==> src/rtl/ethernet_rx_buffer.sv <==
// ethernet_rx_buffer
//   Receive-side frame buffer. Assembles payload dibits into bytes and stores
//   them as {last, byte} entries in a circular memory. Bytes become visible on
//   the output only after the whole frame is committed by rx_done. Frames
//   ended by rx_kill, or frames that do not fit, are rolled back and counted
//   as dropped.
//
// Ports
//   clk         : system clock, all logic on the rising edge
//   rst         : synchronous active-high reset
//   axiid[1:0]  : payload dibit, MSB-first within each byte
//   axiiv       : axiid valid
//   rx_done     : frame-end pulse (CRC evaluated)
//   rx_kill     : frame-abort pulse (CRC failed / aborted)
//   axiod[7:0]  : committed byte at the head of the buffer (fall-through)
//   axiov       : axiod valid
//   axiol       : axiod is the last byte of its frame
//   axiir       : downstream ready
//   frame_count : committed frames, wraps
//   drop_count  : dropped frames, saturates at 255
module ethernet_rx_buffer #(
    parameter int DEPTH = 256
) (
    input  logic       clk,
    input  logic       rst,
    input  logic [1:0] axiid,
    input  logic       axiiv,
    input  logic       rx_done,
    input  logic       rx_kill,
    output logic [7:0] axiod,
    output logic       axiov,
    output logic       axiol,
    input  logic       axiir,
    output logic [7:0] frame_count,
    output logic [7:0] drop_count
);

    localparam int AW = $clog2(DEPTH);
    localparam int PW = AW + 1;

    typedef enum logic [1:0] {IDLE, RECV, OVERFLOW} state_t;

    state_t        r_state;
    logic [PW-1:0] r_wr_ptr;
    logic [PW-1:0] r_commit_ptr;
    logic [PW-1:0] r_rd_ptr;
    logic [1:0]    r_dcnt;
    logic [5:0]    r_shift;
    logic [7:0]    r_hold;
    logic          r_hold_v;
    logic [7:0]    r_frame_count;
    logic [7:0]    r_drop_count;
    logic [8:0]    r_mem [DEPTH];

    state_t        w_state_nx;
    logic [PW-1:0] w_wr_ptr_nx;
    logic [PW-1:0] w_commit_nx;
    logic [1:0]    w_dcnt_nx;
    logic [5:0]    w_shift_nx;
    logic [7:0]    w_hold_nx;
    logic          w_hold_v_nx;
    logic [7:0]    w_frame_nx;
    logic [7:0]    w_drop_nx;
    logic          w_wr_en;
    logic [8:0]    w_wr_data;
    logic          w_go_idle;
    logic          w_drop_frame;
    logic          w_full;
    logic [7:0]    w_byte;
    logic          w_axiov;
    logic [8:0]    w_head;

    assign w_full  = ((r_wr_ptr - r_rd_ptr) == PW'(DEPTH));
    assign w_byte  = {r_shift, axiid};
    assign w_axiov = (r_rd_ptr != r_commit_ptr);
    assign w_head  = r_mem[r_rd_ptr[AW-1:0]];

    // Gated so the outputs read zero whenever nothing is committed (incl. reset).
    assign axiov       = w_axiov;
    assign axiod       = w_axiov ? w_head[7:0] : 8'h00;
    assign axiol       = w_axiov ? w_head[8]   : 1'b0;
    assign frame_count = r_frame_count;
    assign drop_count  = r_drop_count;

    always_comb begin
        w_state_nx   = r_state;
        w_wr_ptr_nx  = r_wr_ptr;
        w_commit_nx  = r_commit_ptr;
        w_dcnt_nx    = r_dcnt;
        w_shift_nx   = r_shift;
        w_hold_nx    = r_hold;
        w_hold_v_nx  = r_hold_v;
        w_frame_nx   = r_frame_count;
        w_drop_nx    = r_drop_count;
        w_wr_en      = 1'b0;
        w_wr_data    = '0;
        w_go_idle    = 1'b0;
        w_drop_frame = 1'b0;

        case (r_state)
            IDLE: begin
                if (axiiv) begin
                    w_state_nx = RECV;
                    w_shift_nx = {r_shift[3:0], axiid};
                    w_dcnt_nx  = 2'd1;
                end
            end
            RECV: begin
                if (rx_kill) begin
                    w_drop_frame = 1'b1;
                end else if (rx_done) begin
                    if (!r_hold_v) begin
                        w_go_idle = 1'b1;
                    end else if (w_full) begin
                        w_drop_frame = 1'b1;
                    end else begin
                        w_wr_en     = 1'b1;
                        w_wr_data   = {1'b1, r_hold};
                        w_wr_ptr_nx = r_wr_ptr + PW'(1);
                        w_commit_nx = r_wr_ptr + PW'(1);
                        w_frame_nx  = r_frame_count + 8'd1;
                        w_go_idle   = 1'b1;
                    end
                end else if (axiiv) begin
                    w_dcnt_nx = r_dcnt + 2'd1;
                    if (r_dcnt == 2'd3) begin
                        // Byte complete: the previously held byte is now known
                        // not to be the last one, so it can go to memory.
                        w_shift_nx = '0;
                        if (r_hold_v) begin
                            if (w_full) begin
                                w_state_nx = OVERFLOW;
                            end else begin
                                w_wr_en     = 1'b1;
                                w_wr_data   = {1'b0, r_hold};
                                w_wr_ptr_nx = r_wr_ptr + PW'(1);
                                w_hold_nx   = w_byte;
                            end
                        end else begin
                            w_hold_nx   = w_byte;
                            w_hold_v_nx = 1'b1;
                        end
                    end else begin
                        w_shift_nx = {r_shift[3:0], axiid};
                    end
                end
            end
            OVERFLOW: begin
                if (rx_kill || rx_done) begin
                    w_drop_frame = 1'b1;
                end
            end
            default: begin
                w_state_nx = IDLE;
            end
        endcase

        if (w_drop_frame) begin
            w_wr_ptr_nx = r_commit_ptr;
            w_drop_nx   = (r_drop_count == 8'hFF) ? r_drop_count : r_drop_count + 8'd1;
            w_go_idle   = 1'b1;
        end

        // Any return to IDLE discards partial-byte dibits and the held byte.
        if (w_go_idle) begin
            w_state_nx  = IDLE;
            w_dcnt_nx   = '0;
            w_shift_nx  = '0;
            w_hold_nx   = '0;
            w_hold_v_nx = 1'b0;
        end
    end

    always_ff @(posedge clk) begin
        if (rst) begin
            r_state       <= IDLE;
            r_wr_ptr      <= '0;
            r_commit_ptr  <= '0;
            r_rd_ptr      <= '0;
            r_dcnt        <= '0;
            r_shift       <= '0;
            r_hold        <= '0;
            r_hold_v      <= 1'b0;
            r_frame_count <= '0;
            r_drop_count  <= '0;
        end else begin
            r_state       <= w_state_nx;
            r_wr_ptr      <= w_wr_ptr_nx;
            r_commit_ptr  <= w_commit_nx;
            r_dcnt        <= w_dcnt_nx;
            r_shift       <= w_shift_nx;
            r_hold        <= w_hold_nx;
            r_hold_v      <= w_hold_v_nx;
            r_frame_count <= w_frame_nx;
            r_drop_count  <= w_drop_nx;
            if (w_axiov && axiir) begin
                r_rd_ptr <= r_rd_ptr + PW'(1);
            end
        end
    end

    always_ff @(posedge clk) begin
        if (!rst && w_wr_en) begin
            r_mem[r_wr_ptr[AW-1:0]] <= w_wr_data;
        end
    end

endmodule

==> config.mk <==
export PLATFORM = sky130hd
export DESIGN_NAME = ethernet_rx_buffer
export DESIGN_NICKNAME = d
export VERILOG_FILES = /design/src/rtl/ethernet_rx_buffer.sv
export SDC_FILE = /design/constraint.sdc
export NUM_CORES = 2
export LEC_CHECK = 0
export BUFFER_PORTS_ARGS = -buffer_cell sky130_fd_sc_hd__clkbuf_2
export CORE_ASPECT_RATIO = 1.75
export CORE_MARGIN = 3
export CORE_UTILIZATION = 38
export DETAILED_ROUTE_END_ITERATION = 10
export PLACE_DENSITY = 0.58
export SLEW_MARGIN = 20
export SYNTH_ARGS = -nofsm -noshare
export SYNTH_HDL_FRONTEND = slang
export SYNTH_SLANG_ARGS = --single-unit
==> constraint.sdc <==
create_clock -name clk -period 15 [get_ports clk]
set_input_delay 3 -clock clk [delete_from_list [all_inputs] [get_ports clk]]
set_output_delay 3 -clock clk [all_outputs]
set_load 0.02 [all_outputs]
==> impl_metrics.py <==
metrics = {
    "finish": {
        "final_layout_size_suffix_gt1_share_pct": 25.3,
        "nFillCells": 20479,
        "final_cell_area_um2": 103000,
        "area_growth_pct": 11.7,
        "nets": 4416,
    },
    "timing": {
        "tightestPinTransition_ps": 1230,
        "min_period_ps": 9070,
        "skew_ps": 78.3,
        "tns_ps": 0,
        "hold_viol": 0,
        "rsz0062_at_grt": "no",
        "whs_ps": 458,
        "fmax_mhz": 110,
        "period_share_pct": 60.4,
        "slew_headroom_pct": 17.6,
        "setup_slack_ps": 5930,
        "finalMaxSlewViolations": 0,
        "setup_viol": 0,
    },
    "clocking": {
        "clkSinkCount": 2374,
        "clock_path_buffers": 4,
        "path_clk_slew_ps": 70,
        "clkLatencyLatePin_ps": 910,
        "cts_tree": "done",
        "cts-hold-fix-buffers": 0,
        "cts_buffers": 212,
        "htreeDepth": 4,
        "cts_setup_buffers": 0,
        "cts_root_buf": "clkbuf_16",
        "post_cts_resized": 0,
    },
    "setup_path": {
        "cp-end-kind": "output port",
        "path_buf_inv": 3,
        "critPathMaxFanout": 42,
        "worstPathRequired_ps": 12000,
        "reg2reg_to": "r_mem[36][3]$_DFFE_PP_",
        "worstRegToRegCells": 10,
        "r2r_start": "r_wr_ptr[5]$_SDFFE_PP0P_",
        "worstPathArrival_ps": 6070,
        "start_kind": "flop",
        "reg2reg_setup_slack_ps": 8800,
        "cp_slowest_cell": "nor4_1",
        "crit_path_max_incr_delay_ps": 890,
        "crit_type": "flop to output port",
        "crit_family": "buffers and inverters",
        "path_cells": "buf_4 -> buf_4 -> mux4_2 -> o22a_1 -> o221ai_1 -> nor4_1 -> a211oi_1 -> nor4_1 -> clkbuf_2",
    },
    "floorplan": {
        "ios": 34,
        "rows": 238,
        "coreArea_um2": 241000,
        "die-area_um2": 249000,
        "initial_core_util_pct": 38.3,
        "die_x_um": 379,
        "die_y_um": 658,
    },
    "power_and_ir_drop": {
        "vdd_drop_max_mv": 0.106,
        "power_frac_clock_pct": 43.2,
        "switching_power_mw": 2.54,
        "p_sw_share_pct": 19.7,
        "p_int_mw": 10.3,
        "power_mw": 12.9,
        "p_seq_share_pct": 55.7,
        "power_density_nw_per_um2": 125,
        "p_leak_nw": 25.3,
        "combPwrFrac_pct": 1.1,
    },
    "place": {
        "io_buffers": 33,
        "pre_cts_ws_ps": 6690,
        "hpwlAfterDp_um": 155000,
        "placed_area_um2": 96000,
        "routabilityCongestion": 0.873,
    },
    "synth": {
        "synth_ff_type": "edfxtp_1",
        "yosysMostFrequentCell": "edfxtp_1",
        "syn_inst": 4290,
        "syn_area_per_cell_um2": 21.5,
        "synth_commonest_cells": "edfxtp_1, mux4_2, nor2_1",
        "synth_area_um2": 92300,
        "ys_warn_count": 0,
        "ys_ff_latch": 2374,
        "synthesis.nets": 4318,
        "netlist.area_leader.share_pct": 75.0,
        "yosys.cell_types.count": 63,
        "async_flop_share_pct": 0,
        "ys_seq_area_share_pct": 76.5,
        "synthTopCellsByArea": "edfxtp_1, mux4_2, dfxtp_1",
        "synth-edff-count": 2304,
        "synth_top_area_cell": "edfxtp_1",
    },
    "flow_run": {
        "cap_violations": 0,
    },
    "detailed_routing": {
        "ant_nets": 0,
        "drt_wl_total_um": 241000,
        "via_per_inst": 5.69,
        "drc": 0,
        "wl_per_cell_um": 31.4,
        "first_pass_iters": 7,
        "vias": 43703,
        "drtIter0Drc": 4001,
    },
    "grt": {
        "grt_max_degree": 105,
        "grt_antenna_before_repair": 7,
        "grt_usage_pct": 19.3,
        "first_global_vias": 45536,
        "grt-ovfl-total": 0,
        "grt_pass1_wl_um": 344000,
    },
    "min_path": {
        "holdCritPathClass": "flop to flop",
        "min_to": "r_shift[5]$_SDFFE_PP0P_",
        "hp-start": "r_shift[5]$_SDFFE_PP0P_",
        "holdPathStages": 2,
    },
    "run_status": {
        "status": "complete, no violations",
    },
}
worst max path at each step:
stage,startpoint,end,slack (ps),cells after the start
after floorplan,rx_done,r_mem[0][0]$_DFFE_PP_,7040,5
after global placement,flop,axiod[7],6670,9
after detailed placement,flop,axiod[7],6690,9
after CTS,flop,axiod[7],5790,9
after global routing,flop,axiod[6],5630,10
final,flop,axiod[7],5930,9
logic make-up after synthesis:
logic type,count (synthesis),synth area share (%)
buf+inv,264,1.47
fa+ha+maj,20,0.271
simple gates,618,3.25
flops,2374,76.5
compound gates,290,2.14
mux,694,16.1
xor+xnor,30,0.293
cell type report:
type,instances,area [um^2],share of cell area [%]
inverter,19,71.3,0.0692
timing repair buffer,129,972,0.944
multi-input combinational,1652,20500,19.9
clock buffer,256,5590,5.43
sequential,2374,70600,68.5
clock inverter,124,1350,1.31
antenna,4,10.0,0.00971
tap,3120,3900,3.79
placed cells by master, fill, tap and decap left out, types with 7 or more instances in the layout:
| cell | instances |
|---|---|
| nor2_2 | 21 |
| o22a_1 | 18 |
| o221ai_1 | 18 |
| or4_1 | 9 |
| clkbuf_2 | 33 |
| clkinv_2 | 39 |
| nand3b_1 | 15 |
| o21ai_0 | 27 |
| dfxtp_1 | 64 |
| buf_4 | 89 |
| nand2_1 | 99 |
| mux4_2 | 630 |
| or3_1 | 17 |
| a22oi_1 | 10 |
| and3_1 | 13 |
| inv_1 | 20 |
| edfxtp_1 | 2304 |
| nand3_1 | 22 |
| nand4_1 | 15 |
| o22ai_1 | 126 |
| ha_1 | 20 |
| clkinv_1 | 38 |
| mux2i_1 | 59 |
| nor2b_1 | 8 |
| nor2_4 | 20 |
| a21oi_1 | 26 |
| and2_1 | 15 |
| and3_4 | 8 |
| clkbuf_16 | 215 |
| nor4_1 | 46 |
| o31ai_1 | 9 |
| nor3_1 | 17 |
| xnor2_1 | 17 |
| clkbuf_1 | 35 |
| a31oi_1 | 7 |
| a211oi_1 | 26 |
| xor2_1 | 12 |
| nor2_1 | 267 |
| bufinv_16 | 27 |
state kept, by name, summed over array words and instances, names as in the netlist, named ones only:
name / count
r_state: 2
drop_count: 8
r_dcnt: 2
r_hold: 8
r_shift: 6
frame_count: 8
r_rd_ptr: 9
r_commit_ptr: 9
r_hold_v: 1
r_wr_ptr: 9
r_mem: 2304
metrics by stage:
| stage | instances | utilization (%) |
|---|---|---|
| floorplan | 4290 | - |
| global placement | 7293 | 39.8 |
| detailed placement | 7293 | 39.8 |
| CTS | 7673 | 42.7 |
| global route | 7675 | 42.8 |
| finish | 7678 | 42.8 |
power by group through the flow:
stage | logic [mW] | clock network (mW) | registers, mW
6_report | 0.143 | 5.55 | 7.17
5_1_grt | 0.155 | 5.88 | 7.17
4_1_cts | 0.142 | 5.66 | 7.17
3_5_place_dp | 0.140 | 0 | 7.31
3_3_place_gp | 0.137 | 0 | 7.31
2_1_floorplan | 0.0952 | 0 | 7.31
metal layers:
metal	vias to the layer above	track usage, %	share of wire, %
met5	-	0	0.0054
li1	18189	-	-
met4	2	8.99	5.5
met2	1348	34.7	54
met3	425	2.31	4.7
met1	23739	22.8	36
worst register-to-register path, cell delays in order (launching register included):
cell and delay [ps]:
dfxtp_1 710, ha_1 360, or3_1 380, a21oi_1 170, a41oi_2 90, xor2_2 370, o31a_1 620, and3_4 890
buf_4 740, buf_4 710, buf_4 710
(Power assumes the default switching activity.)
